==> src/rtl/cog_pkg.sv <==
// rtl/cog_pkg.sv - shared cog capture encodings, field positions and event helpers
package cog_pkg;

  localparam int CAP_PIN_LSB  = 0;
  localparam int CAP_PIN_MSB  = 4;
  localparam int CAP_MODE_LSB = 26;
  localparam int CAP_MODE_MSB = 28;

  localparam logic [31:0] CAP_SAT = 32'hFFFF_FFFF;

  typedef enum logic [2:0] {
    CAP_OFF   = 3'b000,
    CAP_HIGH  = 3'b001,
    CAP_LOW   = 3'b010,
    CAP_PER_R = 3'b011,
    CAP_PER_F = 3'b100
  } cap_mode_e;

  typedef enum logic {
    CAP_IDLE  = 1'b0,
    CAP_COUNT = 1'b1
  } cap_state_e;

  // Edge that begins a measurement in the given mode; off modes never start.
  function automatic logic cap_start(input logic [2:0] mode, input logic rise, input logic fall);
    case (mode)
      CAP_HIGH, CAP_PER_R: cap_start = rise;
      CAP_LOW, CAP_PER_F:  cap_start = fall;
      default:             cap_start = 1'b0;
    endcase
  endfunction

  // Edge that completes a measurement in the given mode.
  function automatic logic cap_end(input logic [2:0] mode, input logic rise, input logic fall);
    case (mode)
      CAP_HIGH, CAP_PER_F: cap_end = fall;
      CAP_LOW, CAP_PER_R:  cap_end = rise;
      default:             cap_end = 1'b0;
    endcase
  endfunction

  // Period modes restart counting on the end edge instead of returning to IDLE.
  function automatic logic cap_is_period(input logic [2:0] mode);
    cap_is_period = (mode == CAP_PER_R) || (mode == CAP_PER_F);
  endfunction

endpackage

==> src/rtl/cog_cap_fifo.sv <==
// rtl/cog_cap_fifo.sv - capture result queue with flush, sticky overflow and full pass-through
module cog_cap_fifo #(
  parameter int DEPTH = 4,
  parameter int WIDTH = 32
) (
  input  logic             clk,
  input  logic             rst,
  input  logic             flush,
  input  logic             push,
  input  logic             pop,
  input  logic [WIDTH-1:0] din,
  output logic [WIDTH-1:0] dout,
  output logic             empty,
  output logic             full,
  output logic             ovf
);

  localparam int AW = $clog2(DEPTH);

  logic [WIDTH-1:0] mem [DEPTH];
  logic [AW:0]      wr_ptr;
  logic [AW:0]      rd_ptr;
  logic             do_pop;
  logic             do_push;

  assign empty   = (wr_ptr == rd_ptr);
  assign full    = (wr_ptr[AW] != rd_ptr[AW]) && (wr_ptr[AW-1:0] == rd_ptr[AW-1:0]);
  // A pop frees the slot the same-cycle push lands in, so full+pop+push loses nothing.
  assign do_pop  = pop & ~empty;
  assign do_push = push & (~full | do_pop);
  assign dout    = empty ? '0 : mem[rd_ptr[AW-1:0]];

  // Pointer and overflow bookkeeping; flush empties the queue and clears the sticky flag.
  always_ff @(posedge clk or posedge rst) begin
    if (rst) begin
      wr_ptr <= '0;
      rd_ptr <= '0;
      ovf    <= 1'b0;
    end else if (flush) begin
      wr_ptr <= '0;
      rd_ptr <= '0;
      ovf    <= 1'b0;
    end else begin
      if (do_push) wr_ptr <= wr_ptr + 1'b1;
      if (do_pop)  rd_ptr <= rd_ptr + 1'b1;
      if (push && !do_push) ovf <= 1'b1;
    end
  end

  // Storage write; contents are don't-care while empty since dout is gated.
  always_ff @(posedge clk) begin
    if (do_push && !flush) mem[wr_ptr[AW-1:0]] <= din;
  end

endmodule

==> src/rtl/cog_cap.sv <==
// rtl/cog_cap.sv - per-cog input capture (pulse width / period), optional COG_CAP_GLITCH_EN majority filter
module cog_cap
  import cog_pkg::*;
#(
  parameter int FIFO_DEPTH = 4
) (
  input  logic        clk_cog,
  input  logic        res,
  input  logic        setcap,
  input  logic [31:0] data,
  input  logic [31:0] pin_in,
  input  logic        rdcap,
  output logic [31:0] cap_data,
  output logic        cap_valid,
  output logic        cap_ovf,
  output logic        cap_busy
);

  logic [4:0]  cfg_pin;
  logic [2:0]  cfg_mode;
  logic        s0, s1, s2;
  logic        lvl;
  logic        rise, fall;
  logic        start_ev, end_ev;
  logic        push, pop;
  logic        fifo_empty;
  logic        fifo_full;
  logic [31:0] cnt;
  cap_state_e  state;

  logic unused_data;
  assign unused_data = ^{data[31:29], data[25:5], fifo_full};

  // Two-flop synchronizer on the selected pin plus the history flop for edge detection.
  always_ff @(posedge clk_cog or posedge res) begin
    if (res) begin
      s0 <= 1'b0;
      s1 <= 1'b0;
      s2 <= 1'b0;
    end else begin
      s0 <= pin_in[cfg_pin];
      s1 <= s0;
      s2 <= lvl;
    end
  end

`ifdef COG_CAP_GLITCH_EN
  logic m0, m1, flt;

  // Registered 3-sample majority vote rejects single-cycle glitches after the synchronizer.
  always_ff @(posedge clk_cog or posedge res) begin
    if (res) begin
      m0  <= 1'b0;
      m1  <= 1'b0;
      flt <= 1'b0;
    end else begin
      m0  <= s1;
      m1  <= m0;
      flt <= (s1 & m0) | (s1 & m1) | (m0 & m1);
    end
  end

  assign lvl = flt;
`else
  assign lvl = s1;
`endif

  assign rise     = lvl & ~s2;
  assign fall     = ~lvl & s2;
  assign start_ev = cap_start(cfg_mode, rise, fall);
  assign end_ev   = cap_end(cfg_mode, rise, fall);
  assign push     = (state == CAP_COUNT) && end_ev && !setcap;
  assign pop      = rdcap & ~setcap;
  assign cap_busy = (state == CAP_COUNT);

  // Configuration load and IDLE/COUNT measurement machine; setcap overrides everything.
  always_ff @(posedge clk_cog or posedge res) begin
    if (res) begin
      cfg_pin  <= '0;
      cfg_mode <= CAP_OFF;
      state    <= CAP_IDLE;
      cnt      <= '0;
    end else if (setcap) begin
      cfg_pin  <= data[CAP_PIN_MSB:CAP_PIN_LSB];
      cfg_mode <= data[CAP_MODE_MSB:CAP_MODE_LSB];
      state    <= CAP_IDLE;
      cnt      <= '0;
    end else begin
      case (state)
        CAP_IDLE: begin
          if (start_ev) begin
            state <= CAP_COUNT;
            cnt   <= 32'd1;
          end
        end
        CAP_COUNT: begin
          if (end_ev) begin
            cnt <= 32'd1;
            if (!cap_is_period(cfg_mode)) state <= CAP_IDLE;
          end else if (cnt != CAP_SAT) begin
            cnt <= cnt + 32'd1;
          end
        end
        default: state <= CAP_IDLE;
      endcase
    end
  end

  cog_cap_fifo #(
    .DEPTH (FIFO_DEPTH),
    .WIDTH (32)
  ) u_fifo (
    .clk   (clk_cog),
    .rst   (res),
    .flush (setcap),
    .push  (push),
    .pop   (pop),
    .din   (cnt),
    .dout  (cap_data),
    .empty (fifo_empty),
    .full  (fifo_full),
    .ovf   (cap_ovf)
  );

  assign cap_valid = ~fifo_empty;

endmodule

==> config.mk <==
export PLATFORM = sky130hd
export DESIGN_NAME = cog_cap
export DESIGN_NICKNAME = d
export VERILOG_FILES = /design/src/rtl/cog_pkg.sv /design/src/rtl/cog_cap_fifo.sv /design/src/rtl/cog_cap.sv
export SDC_FILE = /design/constraint.sdc
export NUM_CORES = 1
export LEC_CHECK = 0
export ABC_AREA = 1
export CORE_MARGIN = 8
export CORE_UTILIZATION = 35
export CTS_CLUSTER_SIZE = 20
export DETAILED_ROUTE_END_ITERATION = 16
export PLACE_DENSITY_LB_ADDON = 0.08
export SYNTH_ARGS = -nofsm -noshare
export SYNTH_HDL_FRONTEND = slang
export SYNTH_SLANG_ARGS = --single-unit
==> constraint.sdc <==
create_clock -name clk_cog -period 7.4 [get_ports clk_cog]
set_input_delay 1.11 -clock clk_cog [delete_from_list [all_inputs] [get_ports clk_cog]]
set_output_delay 1.11 -clock clk_cog [all_outputs]
set_load 0.05 [all_outputs]
==> results of run 1 <==
==> layout make-up <==
| cell class | instances | area [um2] | share of cell area |
|---|---|---|---|
| flip-flops and latches | 179 | 5120 | 0.499 |
| well taps | 324 | 405 | 0.0395 |
| clock buffers | 19 | 443 | 0.0432 |
| inverters | 90 | 338 | 0.0329 |
| multi-input cells | 637 | 2930 | 0.285 |
| clock inverters | 13 | 173 | 0.0168 |
| repair buffers | 88 | 856 | 0.0834 |
==> power by group through the flow <==
| stage | combinational, mW | clock [mW] | sequential (mW) |
|---|---|---|---|
| floorplan | 0.139 | 0 | 1.11 |
| global placement | 0.206 | 0 | 1.12 |
| detailed placement | 0.207 | 0 | 1.12 |
| CTS | 0.208 | 0.966 | 1.10 |
| global route | 0.227 | 1.00 | 1.10 |
| finish | 0.202 | 0.940 | 1.10 |
==> worst max-delay path, cell delays in order (launching register included) <==
cell	delay, ns
dfrtp_1	0.77
buf_4	0.38
nand2_1	0.09
nand3_1	0.11
inv_2	0.04
nand2_1	0.56
buf_4	0.38
nand2_1	0.09
inv_1	0.05
clkdlybuf4s50_1	0.79
==> state kept, by name, indices dropped and copies added, names as in the netlist <==
name / count
cap_busy: 1
cfg_mode: 3
cfg_pin: 5
cnt: 32
lvl: 1
s0: 1
s2: 1
u_fifo.mem: 128
u_fifo.ovf: 1
u_fifo.rd_ptr: 3
u_fifo.wr_ptr: 3
==> layer usage <==
layer	vias to the layer above	share of wire	global-route usage
met5	-	0	0
met4	0	0.0043	0.0450
met3	4	0.035	0.0288
met2	83	0.49	0.247
met1	2933	0.47	0.192
li1	3237	-	-
==> Yosys cell counts (all sizes together) <==
| cell type | count |
|---|---|
| and2 | 1 |
| xnor2 | 3 |
| clkbuf | 26 |
| o22ai | 32 |
| inv | 88 |
| clkinv | 2 |
| or2 | 6 |
| nand2 | 277 |
| a21o | 2 |
| nand3b | 2 |
| and3 | 1 |
| o21ai | 78 |
| xor2 | 6 |
| a21oi | 8 |
| edfxtp | 128 |
| nor2 | 149 |
| nand3 | 57 |
| nand4 | 8 |
| o31ai | 1 |
| buf | 10 |
| dfrtp | 51 |
| ha | 6 |
==> cells by family (layout without fill, tap and decap cells) <==
family | Yosys count | count (layout) | synth area share
and+or+nand+nor | 501 | 501 | 0.245
DFF | 179 | 179 | 0.601
AOI/OAI and AO/OA | 121 | 121 | 0.0766
xor gates and xnor gates | 9 | 9 | 0.00925
buffers and inverters | 126 | 210 | 0.0596
adders and majority gates | 6 | 6 | 0.00881
==> final timing paths <==
check	startpoint	to	slack (ns)	cells after the start
worst min-delay path	s0	lvl	0.35	0
max in group asynchronous	res	u_fifo.rd_ptr[0]	5.65	3
min in group asynchronous	res	cfg_mode[1]	1.20	3
worst max register to register	u_fifo.rd_ptr[1]	u_fifo.mem[1][8]	4.12	7
worst max-delay path	u_fifo.rd_ptr[1]	cap_data[16]	2.60	9
worst min register to register	s0	lvl	0.35	0
==> out/metrics.csv, run 1 <==
stage;metric;value;unit
synth;Mapped Cells;942;
timing;post-route setup slack;2.60;ns
cts;post-CTS setup buffers;0;
global_route;vias in the first global route;6206;
final_layout;fin util;0.426;
synth;Mapped Nets;1016;
global_route;largest net degree at the start of global routing;67;
synth;Seq cells post-synth;179;
power;Power Density;218;nW/um2
final_layout;Area growth, synth to finish;20.4;%
final_layout;final instance area;10300;um2
final_layout;most frequent cells in the layout;nand2_1 (265), nor2_1 (140), edfxtp_1 (128);
global_route;GRT overflow;0;
synth;top cell type's share of synthesized area;0.451;
route;average wire per standard cell;15.2;um
worst_setup_path;WP data required;6.29;ns
die;num rows;57;
final_layout;commonest non-fill, non-tap cell in the layout;nand2_1;
die;chip width;172;um
route;DRC errors left;0;
status;status;completed;
timing;minimum clock period;4.80;ns
final_layout;non-filler cells, final;1350;
timing;Max Freq;208;MHz
timing;RSZ-0062 raised after global routing;false;
synth;Yosys cell types;33;
power;Psw;0.545;mW
worst_setup_path;CP max FO;20;
timing;Setup violations, final;0;
placed_design;pre-CTS WS;2.94;ns
timing;Worst Clk Skew;0.0140;ns
final_layout;Final #Nets;1087;
power;worst vdd ir;0.000129;V
route;vias per std cell;4.63;
cts;number of buffers created by CTS;17;
synth;yosys warns;0;
power;sequential share of power;0.489;
die;total I/O pin count;103;
synth;syn_area_per_cell;9.05;um2
timing;setup TNS;0;ns
power;Total Power;2.24;mW
placed_design;Placed Cells;1318;
power;leakage power;4.21;nW
cts;Root Buffer;clkbuf_16;
power;internal power;1.69;mW
final_layout;fillcell total;2440;
cts;clock-pin transition on the worst setup and hold timing paths;0.07;ns
worst_setup_path;Crit Path Category;register to output pin;
placed_design;Post-DP HPWL;13000;um
power;power share of the combinational group;0.090;
timing;period utilisation layout;0.649;
hold_path;Hold Crit Class;register to register;
cts;clock net sink count;179;
cts;Worst-Skew Late Latency;0.43;ns
timing;Pins Over Slew Limit;0;
synth;register area share after synthesis;0.601;
route;1st-pass router iterations;4;
cts;# hold bufs at CTS;0;
die;starting density of the core;0.354;
cts;Post-CTS Resized;0;
cts;# H-tree levels;4;
synth;cell taking the most area after synthesis;edfxtp_1;
timing;Worst Tran Pin Value;1.15;ns
worst_setup_path;Setup crit end kind;output pin;
route;Detailed Route WL;20600;um
route;1st-iter DRT viols;331;
route;Post-DRT Antenna Nets;0;
cts;CTS tree;built;
timing;Worst slew margin;0.230;
global_route;first-pass GRT wire length;33600;um
global_route;initial antenna violation count;0;
die;core area;24100;um2
cts;CTS Buffer Depth;2;
worst_setup_path;crit start category;register;
route;routed via count;6257;
power;switch share;0.243;
die;die area;29600;um2
die;Die Y;172;um
flow_run;max_cap viols;0;
placed_design;Post-DP Area;9650;um2
worst_setup_path;critical path arrival;3.69;ns
final_layout;layout cell share with drive strength beyond 1;0.0760;
power;clock power share;0.420;
placed_design;Port Buffer Count;78;
final_layout;ant diodes;0;
global_route;total global-route track usage;0.148;
timing;final hold vios;0;
placed_design;Final Wtd Congestion;0.761;
timing;minimum hold slack;0.349;ns
synth;post-synth design cell area;8530;um2
synth;synth top area cells;edfxtp_1 (45%), dfrtp_1 (15%), nand2_1 (12%), nor2_1 (6.3%), o21ai_0 (4.3%);
Note: power is estimated with default switching activity, not from simulation.
==> run 2: changes to the inputs <==
==> constraint.sdc (replaced) <==
create_clock -name clk_cog -period 4.8 [get_ports clk_cog]
set_input_delay 0.72 -clock clk_cog [delete_from_list [all_inputs] [get_ports clk_cog]]
set_output_delay 0.72 -clock clk_cog [all_outputs]
set_load 0.05 [all_outputs]
==> run 2 against run 1 <==
Compared with the run above:
- clock skew fell by 0.0023 ns
- setup slack lost 0.94 ns
- die area is the same
- largest cell class unchanged
- utilization is 1.3 points higher
- sequential power is 54% higher
- total power up 58%
- largest power group unchanged
==> out/metrics.csv, run 2 (synthesis gave the netlist of run 1 again) <==
stage;metric;value;unit
global_route;GRT overflow;0;
die;total I/O pin count;103;
route;average wire per standard cell;15.1;um
timing;minimum hold slack;0.358;ns
die;chip width;172;um
route;DRC errors left;0;
final_layout;Final #Nets;1088;
worst_setup_path;R2R cell count;7;
placed_design;Post-DP HPWL;13100;um
cts;number of buffers created by CTS;17;
timing;Worst slew margin;0.521;
final_layout;non-filler cells, final;1351;
cts;# hold bufs at CTS;0;
route;1st-iter DRT viols;266;
power;Power Density;335;nW/um2
cts;Post-CTS Resized;0;
final_layout;ant diodes;0;
cts;post-CTS setup buffers;0;
cts;# H-tree levels;4;
hold_path;Hold Crit Class;register to register;
cts;clock net sink count;179;
worst_setup_path;Setup crit end kind;output pin;
final_layout;Multi-input gate area;2930;um2
final_layout;fillcell total;2388;
power;worst vdd ir;0.000197;V
hold_path;hold wc startpoint;s0;
final_layout;Largest register FFs;128;
route;Detailed Route WL;20400;um
worst_setup_path;Crit path depth;7;
timing;minimum clock period;3.14;ns
route;vias per std cell;4.63;
worst_setup_path;CP max FO;66;
timing;Setup violations, final;0;
global_route;initial antenna violation count;0;
worst_setup_path;Crit Path Category;register to output pin;
placed_design;Placed Cells;1319;
timing;Max Freq;319;MHz
cts;CTS Buffer Depth;2;
status;status;completed;
worst_setup_path;top cell family by delay on the critical path;buffers and inverters;
timing;period utilisation layout;0.654;
global_route;largest net degree at the start of global routing;67;
timing;Worst Clk Skew;0.0117;ns
timing;Worst Tran Pin Value;0.715;ns
final_layout;layout cell share with drive strength beyond 1;0.109;
die;die area;29600;um2
global_route;first-pass GRT wire length;33000;um
worst_setup_path;critical path arrival;2.42;ns
worst_setup_path;R2R Path Start;u_fifo.rd_ptr[1];
placed_design;Final Wtd Congestion;0.778;
timing;RSZ-0062 raised after global routing;false;
worst_setup_path;CP max stage delay;0.62;ns
placed_design;pre-CTS WS;1.15;ns
worst_setup_path;Crit-path slowest cell;dfrtp_2;
worst_setup_path;WP buf/inv;4;
flow_run;max_cap viols;0;
final_layout;commonest non-fill, non-tap cell in the layout;nand2_1;
die;core area;24100;um2
timing;Pins Over Slew Limit;0;
die;Die Y;172;um
final_layout;register area;5120;um2
power;leakage power;4.39;nW
cts;Root Buffer;clkbuf_16;
cts;clock-pin transition on the worst setup and hold timing paths;0.07;ns
die;num rows;57;
hold_path;Hold Path Depth;0;
worst_setup_path;WP data required;4.08;ns
cts;CTS tree;built;
final_layout;most frequent cells in the layout;nand2_1 (265), nor2_1 (140), edfxtp_1 (128);
route;routed via count;6260;
worst_setup_path;Crit. Startpoint;u_fifo.rd_ptr[0];
worst_setup_path;crit start category;register;
global_route;total global-route track usage;0.145;
route;1st-pass router iterations;4;
global_route;vias in the first global route;6109;
timing;post-route setup slack;1.66;ns
timing;setup TNS;0;ns
route;Post-DRT Antenna Nets;0;
timing;final hold vios;0;
placed_design;Port Buffer Count;78;
final_layout;Area growth, synth to finish;24.1;%
worst_setup_path;worst path cell trace;inv_2 > buf_4 > o21ai_0 > o22ai_1 > nand2_1 > inv_1 > buf_12;
cts;Worst-Skew Late Latency;0.43;ns
die;starting density of the core;0.354;
[run 2: cell count changes in the layout (fill, tap and decap cells not counted), sizes merged]
cell / delta
clkdlybuf4s50: -33
inv: +3
buf: +34
clkinvlp: -3
bufinv: +1
clkinv: +1
clkbuf: -2
[run 2: where the power goes]
part | internal (mW) | switching [mW]
clock | 0.891 | 0.635
sequential | 1.66 | 0.0304
combinational | 0.117 | 0.208
[run 2: path summary, 6_finish.rpt]
check	to	slack (ns)
min reg2reg	lvl	0.36
max reg2reg	u_fifo.mem[2][20]	2.08
max	cap_data[17]	1.66
min	lvl	0.36
max in group asynchronous	u_fifo.rd_ptr[0]	3.31
min in group asynchronous	cnt[27]	0.63
[run 2: metal layers]
layer / global-route usage / share of wire / vias up
li1: - / - / 3248
met1: 0.194 / 0.49 / 2908
met5: 0 / 0 / -
met4: 0.0371 / 0.0096 / 0
met2: 0.234 / 0.46 / 91
met3: 0.0326 / 0.038 / 13
[run 2: area by class of cell]
cell class / count / area share
clock buffer: 17 / 0.0402
clock inverter: 15 / 0.0207
inverter: 90 / 0.0319
multi-input combinational: 637 / 0.277
sequential: 179 / 0.484
tap: 324 / 0.0383
timing repair buffer: 89 / 0.108
[run 2: per-stage QoR]
stage	cell area, um2	util	power, mW
2_1_floorplan	8530	-	1.93
3_3_place_gp	9940	0.412	2.06
3_5_place_dp	9940	0.412	2.06
4_1_cts	10600	0.439	3.58
5_1_grt	10600	0.439	3.67
6_report	10600	0.439	3.54
